===== config.mk =====
export PLATFORM = sky130hd
export DESIGN_NAME = sobel_frame_sequencer
export DESIGN_NICKNAME = d
export VERILOG_FILES = /design/src/rtl/sobel_frame_sequencer_pkg.sv /design/src/rtl/sobel_pos_counter.sv /design/src/rtl/sobel_frame_sequencer.sv
export SDC_FILE = /design/constraint.sdc
export NUM_CORES = 1
export LEC_CHECK = 0
export ABC_AREA = 0
export BUFFER_PORTS_ARGS = -buffer_cell sky130_fd_sc_hd__buf_4
export CAP_MARGIN = 20
export CELL_PAD_IN_SITES_DETAIL_PLACEMENT = 0
export CELL_PAD_IN_SITES_GLOBAL_PLACEMENT = 1
export CORE_MARGIN = 4
export CORE_UTILIZATION = 45
export CTS_CLUSTER_SIZE = 28
export DETAILED_ROUTE_END_ITERATION = 10
export MAX_ROUTING_LAYER = met4
export PLACE_DENSITY_LB_ADDON = 0.1
export SLEW_MARGIN = 0
export SYNTH_ARGS = -nofsm -noshare
export SYNTH_HDL_FRONTEND = slang
export SYNTH_HIERARCHICAL = 1
export SYNTH_SLANG_ARGS = --single-unit
export TNS_END_PERCENT = 1

===== constraint.sdc =====
create_clock -name clk_i -period 2.25 [get_ports clk_i]
set_input_delay 0 -clock clk_i [delete_from_list [all_inputs] [get_ports clk_i]]
set_output_delay 0 -clock clk_i [all_outputs]
set_load 0.02 [all_outputs]

===== src/rtl/sobel_frame_sequencer_pkg.sv =====
// sobel_frame_sequencer_pkg: shared image geometry defaults, sequencer states and helpers.
package sobel_frame_sequencer_pkg;
  localparam int IMG_WIDTH_DEF  = 16;
  localparam int IMG_HEIGHT_DEF = 16;

  typedef enum logic [2:0] {S_IDLE, S_FILL, S_STREAM, S_FLUSH, S_DONE} seq_state_e;

  function automatic logic on_edge(input int pos, input int size);
    return (pos == 0) || (pos == size - 1);
  endfunction
endpackage


===== src/rtl/sobel_pos_counter.sv =====
// sobel_pos_counter: row/column raster counter, column-first, wrapping to (0,0) after (H-1,W-1).
module sobel_pos_counter #(
  parameter int W  = 16,
  parameter int H  = 16,
  parameter int PW = 4
) (
  input  logic          clk_i,
  input  logic          nreset_i,
  input  logic          clr_i,
  input  logic          en_i,
  output logic [PW-1:0] row_o,
  output logic [PW-1:0] col_o,
  output logic          last_o
);
  logic [PW-1:0] row_q, row_d, col_q, col_d;
  logic          col_last, row_last;

  always_comb begin
    col_last = col_q == PW'(W - 1);
    row_last = row_q == PW'(H - 1);
    col_d    = col_last ? '0 : col_q + PW'(1);
    row_d    = col_last ? (row_last ? '0 : row_q + PW'(1)) : row_q;
  end

  always_ff @(posedge clk_i or negedge nreset_i) begin
    if (!nreset_i) begin
      row_q <= '0;
      col_q <= '0;
    end else if (clr_i) begin
      row_q <= '0;
      col_q <= '0;
    end else if (en_i) begin
      row_q <= row_d;
      col_q <= col_d;
    end
  end

  assign row_o  = row_q;
  assign col_o  = col_q;
  assign last_o = col_last && row_last;
endmodule


===== src/rtl/sobel_frame_sequencer.sv =====
// sobel_frame_sequencer: counts pixels, sequences window shifts and drains the pipeline at frame end.
// Defining SOBEL_SEQ_STATS_EN adds frame_cnt_o, a count of completed frames.
module sobel_frame_sequencer
  import sobel_frame_sequencer_pkg::*;
#(
  parameter int IMG_WIDTH  = IMG_WIDTH_DEF,
  parameter int IMG_HEIGHT = IMG_HEIGHT_DEF,
  parameter int POS_W      = $clog2((IMG_WIDTH > IMG_HEIGHT) ? IMG_WIDTH : IMG_HEIGHT)
) (
  input  logic             clk_i,
  input  logic             nreset_i,
  input  logic             px_valid_i,
  input  logic             abort_i,
  output logic             shift_en_o,
  output logic             win_valid_o,
  output logic             border_o,
  output logic [POS_W-1:0] ctr_row_o,
  output logic [POS_W-1:0] ctr_col_o,
  output logic             busy_o,
  output logic             frame_done_o,
  output logic             overrun_o
`ifdef SOBEL_SEQ_STATS_EN
  ,
  output logic [15:0]      frame_cnt_o
`endif
);
  seq_state_e       state_q;
  logic             shift_q, win_q, border_q, done_q, overrun_q;
  logic [POS_W-1:0] ctr_row_q, ctr_col_q;
  logic [POS_W-1:0] in_row, in_col, c_row, c_col;
  logic             in_last, c_last;
  logic             abort, accept, drop, fill_hit, flushing, win_shift;

  always_comb begin
    abort     = abort_i && (state_q != S_IDLE);
    accept    = px_valid_i && !abort_i && (state_q inside {S_IDLE, S_FILL, S_STREAM});
    drop      = px_valid_i && !abort_i && (state_q inside {S_FLUSH, S_DONE});
    // input index k == LAG is position (1,1) of the input raster
    fill_hit  = (state_q == S_FILL) && (in_row == POS_W'(1)) && (in_col == POS_W'(1));
    flushing  = (state_q == S_FLUSH) && !abort_i;
    win_shift = (accept && ((state_q == S_STREAM) || fill_hit)) || flushing;
  end

  sobel_pos_counter #(.W(IMG_WIDTH), .H(IMG_HEIGHT), .PW(POS_W)) u_in_pos (
    .clk_i    (clk_i),
    .nreset_i (nreset_i),
    .clr_i    (abort),
    .en_i     (accept),
    .row_o    (in_row),
    .col_o    (in_col),
    .last_o   (in_last)
  );

  sobel_pos_counter #(.W(IMG_WIDTH), .H(IMG_HEIGHT), .PW(POS_W)) u_ctr_pos (
    .clk_i    (clk_i),
    .nreset_i (nreset_i),
    .clr_i    (abort),
    .en_i     (win_shift),
    .row_o    (c_row),
    .col_o    (c_col),
    .last_o   (c_last)
  );

`ifdef SOBEL_SEQ_STATS_EN
  logic [15:0] frame_cnt_q;
  always_ff @(posedge clk_i or negedge nreset_i) begin
    if (!nreset_i) frame_cnt_q <= '0;
    else if (state_q == S_DONE && !abort_i) frame_cnt_q <= frame_cnt_q + 16'd1;
  end
  assign frame_cnt_o = frame_cnt_q;
`endif

  always_ff @(posedge clk_i or negedge nreset_i) begin
    if (!nreset_i) begin
      state_q   <= S_IDLE;
      shift_q   <= 1'b0;
      win_q     <= 1'b0;
      border_q  <= 1'b0;
      done_q    <= 1'b0;
      overrun_q <= 1'b0;
      ctr_row_q <= '0;
      ctr_col_q <= '0;
    end else begin
      shift_q   <= accept || flushing;
      win_q     <= win_shift;
      border_q  <= win_shift && (on_edge(int'(c_row), IMG_HEIGHT) || on_edge(int'(c_col), IMG_WIDTH));
      done_q    <= (state_q == S_DONE) && !abort_i;
      overrun_q <= (state_q == S_IDLE && accept) ? 1'b0 : (overrun_q || drop);
      if (win_shift) begin
        ctr_row_q <= c_row;
        ctr_col_q <= c_col;
      end
      if (abort) state_q <= S_IDLE;
      else begin
        case (state_q)
          S_IDLE:   if (accept) state_q <= S_FILL;
          S_FILL:   if (accept && fill_hit) state_q <= S_STREAM;
          S_STREAM: if (accept && in_last) state_q <= S_FLUSH;
          S_FLUSH:  if (c_last) state_q <= S_DONE;
          default:  state_q <= S_IDLE;
        endcase
      end
    end
  end

  assign shift_en_o   = shift_q;
  assign win_valid_o  = win_q;
  assign border_o     = border_q;
  assign ctr_row_o    = ctr_row_q;
  assign ctr_col_o    = ctr_col_q;
  assign busy_o       = state_q != S_IDLE;
  assign frame_done_o = done_q;
  assign overrun_o    = overrun_q;
endmodule


==> flow_metrics.tcl <==
set metrics [dict create \
    fin_ws_ps 244 \
    syn_inst 146 \
    place_ws_ps 269 \
    cts_sinks 32 \
    grt-ovfl-total 0 \
    syn_avg_cell_area_sq_um 11.0 \
    crit_buf_inv 1 \
    cts_made_buffers 5 \
    antenna_cells 0 \
    gr-usage-all-layers_pct 15.7 \
    end_kind "register" \
    fp-row-count 21 \
    intPower_uw 812 \
    grt_pass1_wl_microns 5150 \
    synth_seq_area_share_pct 49.8 \
    crit_type "register to register" \
    placed_area_sq_um 1790 \
    cts_tree "done" \
    tns_ps 0 \
    grt_pass1_vias 1090 \
    drc 0 \
    ant_nets 0 \
    start_util_pct 47.5 \
    clk_path_buf_depth 2 \
    pwr-share-clk_pct 30.8 \
    antenna_found_initial 0 \
    synth_area_leader_cell "dfrtp_1" \
    final_hold_viol_count 0 \
    fin_area_sq_um 1880 \
    skew_ps 7.74 \
    place_inst 205 \
    rsz0062_at_grt "no" \
    leakagePower_uw 0.000884 \
    pwr_density_cell_nw_per_um2 584 \
    cpMaxStageDelayCell "dfrtp_1" \
    start_kind "register" \
    finalNetCount 177 \
    layout.cells.non_filler 216 \
    h-tree-depth 2 \
    routedWlPerCell_microns 13.7 \
    fin_crit_sh_pct 89.1 \
    die_area_sq_um 4600 \
    dr.pass1.iters 4 \
    irDropWorstVdd_v 0.000436 \
    synthTopCellsByArea "dfrtp_1 (50%), mux2_4 (7.5%), a21oi_1 (3.7%)" \
    grt_start_max_net_pins 33 \
    io_buffers 17 \
    maxSlewHeadroom_pct 58.1 \
    critPathTopFamily "simple AND/OR/NAND/NOR gates" \
    arrival_ps 2180 \
    swShare_pct 25.8 \
    synth_nets 154 \
    p_seq_share_pct 58.7 \
    synth_top_area_share_pct 49.8 \
    ios 18 \
    tightest_slew_ps 629 \
    final_layout_size_suffix_gt1_share_pct 25.9 \
    hold_class "primary input to register" \
    vias 1179 \
    cp_max_fo 11 \
    clkTransAtPathRegs_ps 100 \
    status "complete, no violations" \
    vias_per_cell 5.46 \
    wirelength_microns 2950 \
    clockRootBuffer "clkbuf_4" \
    required_ps 2430 \
    setup_viol 0 \
    max_freq_mhz 499 \
    gp_congestion 0.800 \
    fin_crit_ps 2010 \
    cpPeakStageDelay_ps 440 \
    fp.coreArea_sq_um 3390 \
    comb_power_share_pct 10.5 \
    switching_power_uw 282 \
    ys_warn_count 6 \
    area_growth_pct 16.6 \
    die_w_microns 67.8 \
    crit_chain "nor4b_2, nand4_2, nand2_4, buf_4, and4_2, a21o_1, a21oi_1" \
    clk_latency_ps 320 \
    cts_resized 0 \
    final-max-slew-violation-count 0 \
    drv_cap 0 \
    synth.cell_area_sq_um 1610 \
    die_y_microns 67.8 \
    yosysUniqueCellTypes 37 \
    hpwl_microns 2050 \
    ys_ff_latch 32 \
    drt-initial-drc-count 94 \
]
-- final cells by class --
cell class                      count  area (sq um)
Multi-Input combinational cell    104           771
Clock buffer                        8          58.8
Inverter                            4          15.0
Timing Repair Buffer               22           173
Tap cell                           46          57.6
Fill cell                         293          1510
Sequential cell                    32           801
-- placed cells by master, fill, tap and decap left out, types with 2 or more instances in the layout --
master and count:
o21ai_0 2, mux2i_1 2, and4_2 2, nand2_1 12
nand4_2 3, nand4_1 3, and2_1 2, buf_4 19
nand3b_1 2, ha_1 4, clkbuf_1 2, mux2_4 8
a21o_1 2, dfrtp_1 32, inv_1 4, clkbuf_4 5
nand3_1 7, dlygate4sd3_1 3, or4_1 3, a21oi_1 12
o31ai_1 3, xor2_1 4, xnor2_1 2, nor2_1 11
nor3_1 5
-- synth_stat cells --
master	instances
inv_1	4
o211ai_1	1
nor4b_2	1
and4_2	2
nor3_1	5
xor2_1	4
nor4b_1	1
dfrtp_1	32
nor2_4	1
and3_1	1
o21ai_0	2
o211ai_2	1
or3_1	1
nand2_4	1
mux2_4	8
nand4_2	3
a32oi_1	1
o22ai_1	1
nand3_1	7
mux2i_1	2
a21o_1	2
clkbuf_1	6
nand2_1	12
nand3b_1	2
nor4_1	1
a21oi_1	12
xnor2_1	2
o31ai_1	3
and2_1	2
or4_1	3
a31o_2	1
nor2_1	11
nand2b_1	1
ha_1	4
nand4_1	3
and4_1	1
nor4b_4	1
-- power groups by stage --
stage               logic, uW  clock network, uW  registers [uW]
finish                    115                337             642
floorplan                79.7                  0             646
global placement          111                  0             651
detailed placement        116                  0             652
CTS                       119                348             642
global route              132                373             648
-- per-layer routing --
layer / GRT usage, % / part of all wire [%] / vias to the layer above
met5: - / 0 / -
li1: - / - / 577
met2: 22.2 / 45 / 24
met4: 5.21 / 1.2 / 0
met3: 3.99 / 3.9 / 5
met1: 21.8 / 50 / 573
-- metrics by stage --
stage	util (%)	hold slack (ps)	total power (uW)
5_1_grt	55.3	44.6	1150
3_5_place_dp	52.7	-37.5	768
2_1_floorplan	-	-296	726
4_1_cts	55.3	18.1	1110
6_report	55.3	29.6	1090
3_3_place_gp	52.7	-41.8	761
-- cells by family (layout without fill, tap and decap cells) --
group / Yosys count / after routing / share of synthesized area, %
AO/OA/AOI/OAI: 24 / 24 / 9.41
buffers and inverters: 10 / 34 / 2.33
adder cells (fa/ha/maj): 4 / 4 / 3.11
flip-flops: 32 / 32 / 49.8
XOR/XNOR: 6 / 6 / 3.27
AND/OR/NAND/NOR: 60 / 60 / 23.4
multiplexers: 10 / 10 / 8.71
-- path summary, 6_finish.rpt --
check / slack (ps) / start / to / depth (start not counted)
max in group asynchronous: 1820 / nreset_i / u_ctr_pos/col_o[2]$_DFFE_PN0P_ / 2
min in group asynchronous: 140 / nreset_i / ctr_col_o[2]$_DFFE_PN0P_ / 2
worst max-delay path: 240 / u_in_pos/row_o[1]$_DFFE_PN0P_ / u_ctr_pos/row_o[2]$_DFFE_PN0P_ / 7
worst min-delay path: 30 / px_valid_i / state_q[0]$_DFFE_PN0P_ / 3
worst max register to register: 240 / u_in_pos/row_o[1]$_DFFE_PN0P_ / u_ctr_pos/row_o[2]$_DFFE_PN0P_ / 7
worst min register to register: 520 / ctr_col_o[0]$_DFFE_PN0P_ / ctr_col_o[0]$_DFFE_PN0P_ / 1
-- registers in the layout, summed over array words and instances (netlist names) --
signal,count
ctr_row_o,4
win_valid_o,1
frame_done_o,1
shift_en_o,1
u_ctr_pos/col_o,4
overrun_o,1
u_in_pos/row_o,4
state_q,3
border_o,1
u_ctr_pos/row_o,4
ctr_col_o,4
u_in_pos/col_o,4
-- tightest hold or removal path: stages --
cell and delay [ps]:
buf_4 120, o211ai_1 80, o22ai_1 100
-- what timing repair did --
action / in CTS / in global routing
endpoints found under the hold margin: 34 / 0
buffers inserted: 0 / 0
hold buffers: 3 / 0
Note: power is estimated with default switching activity, not from simulation.
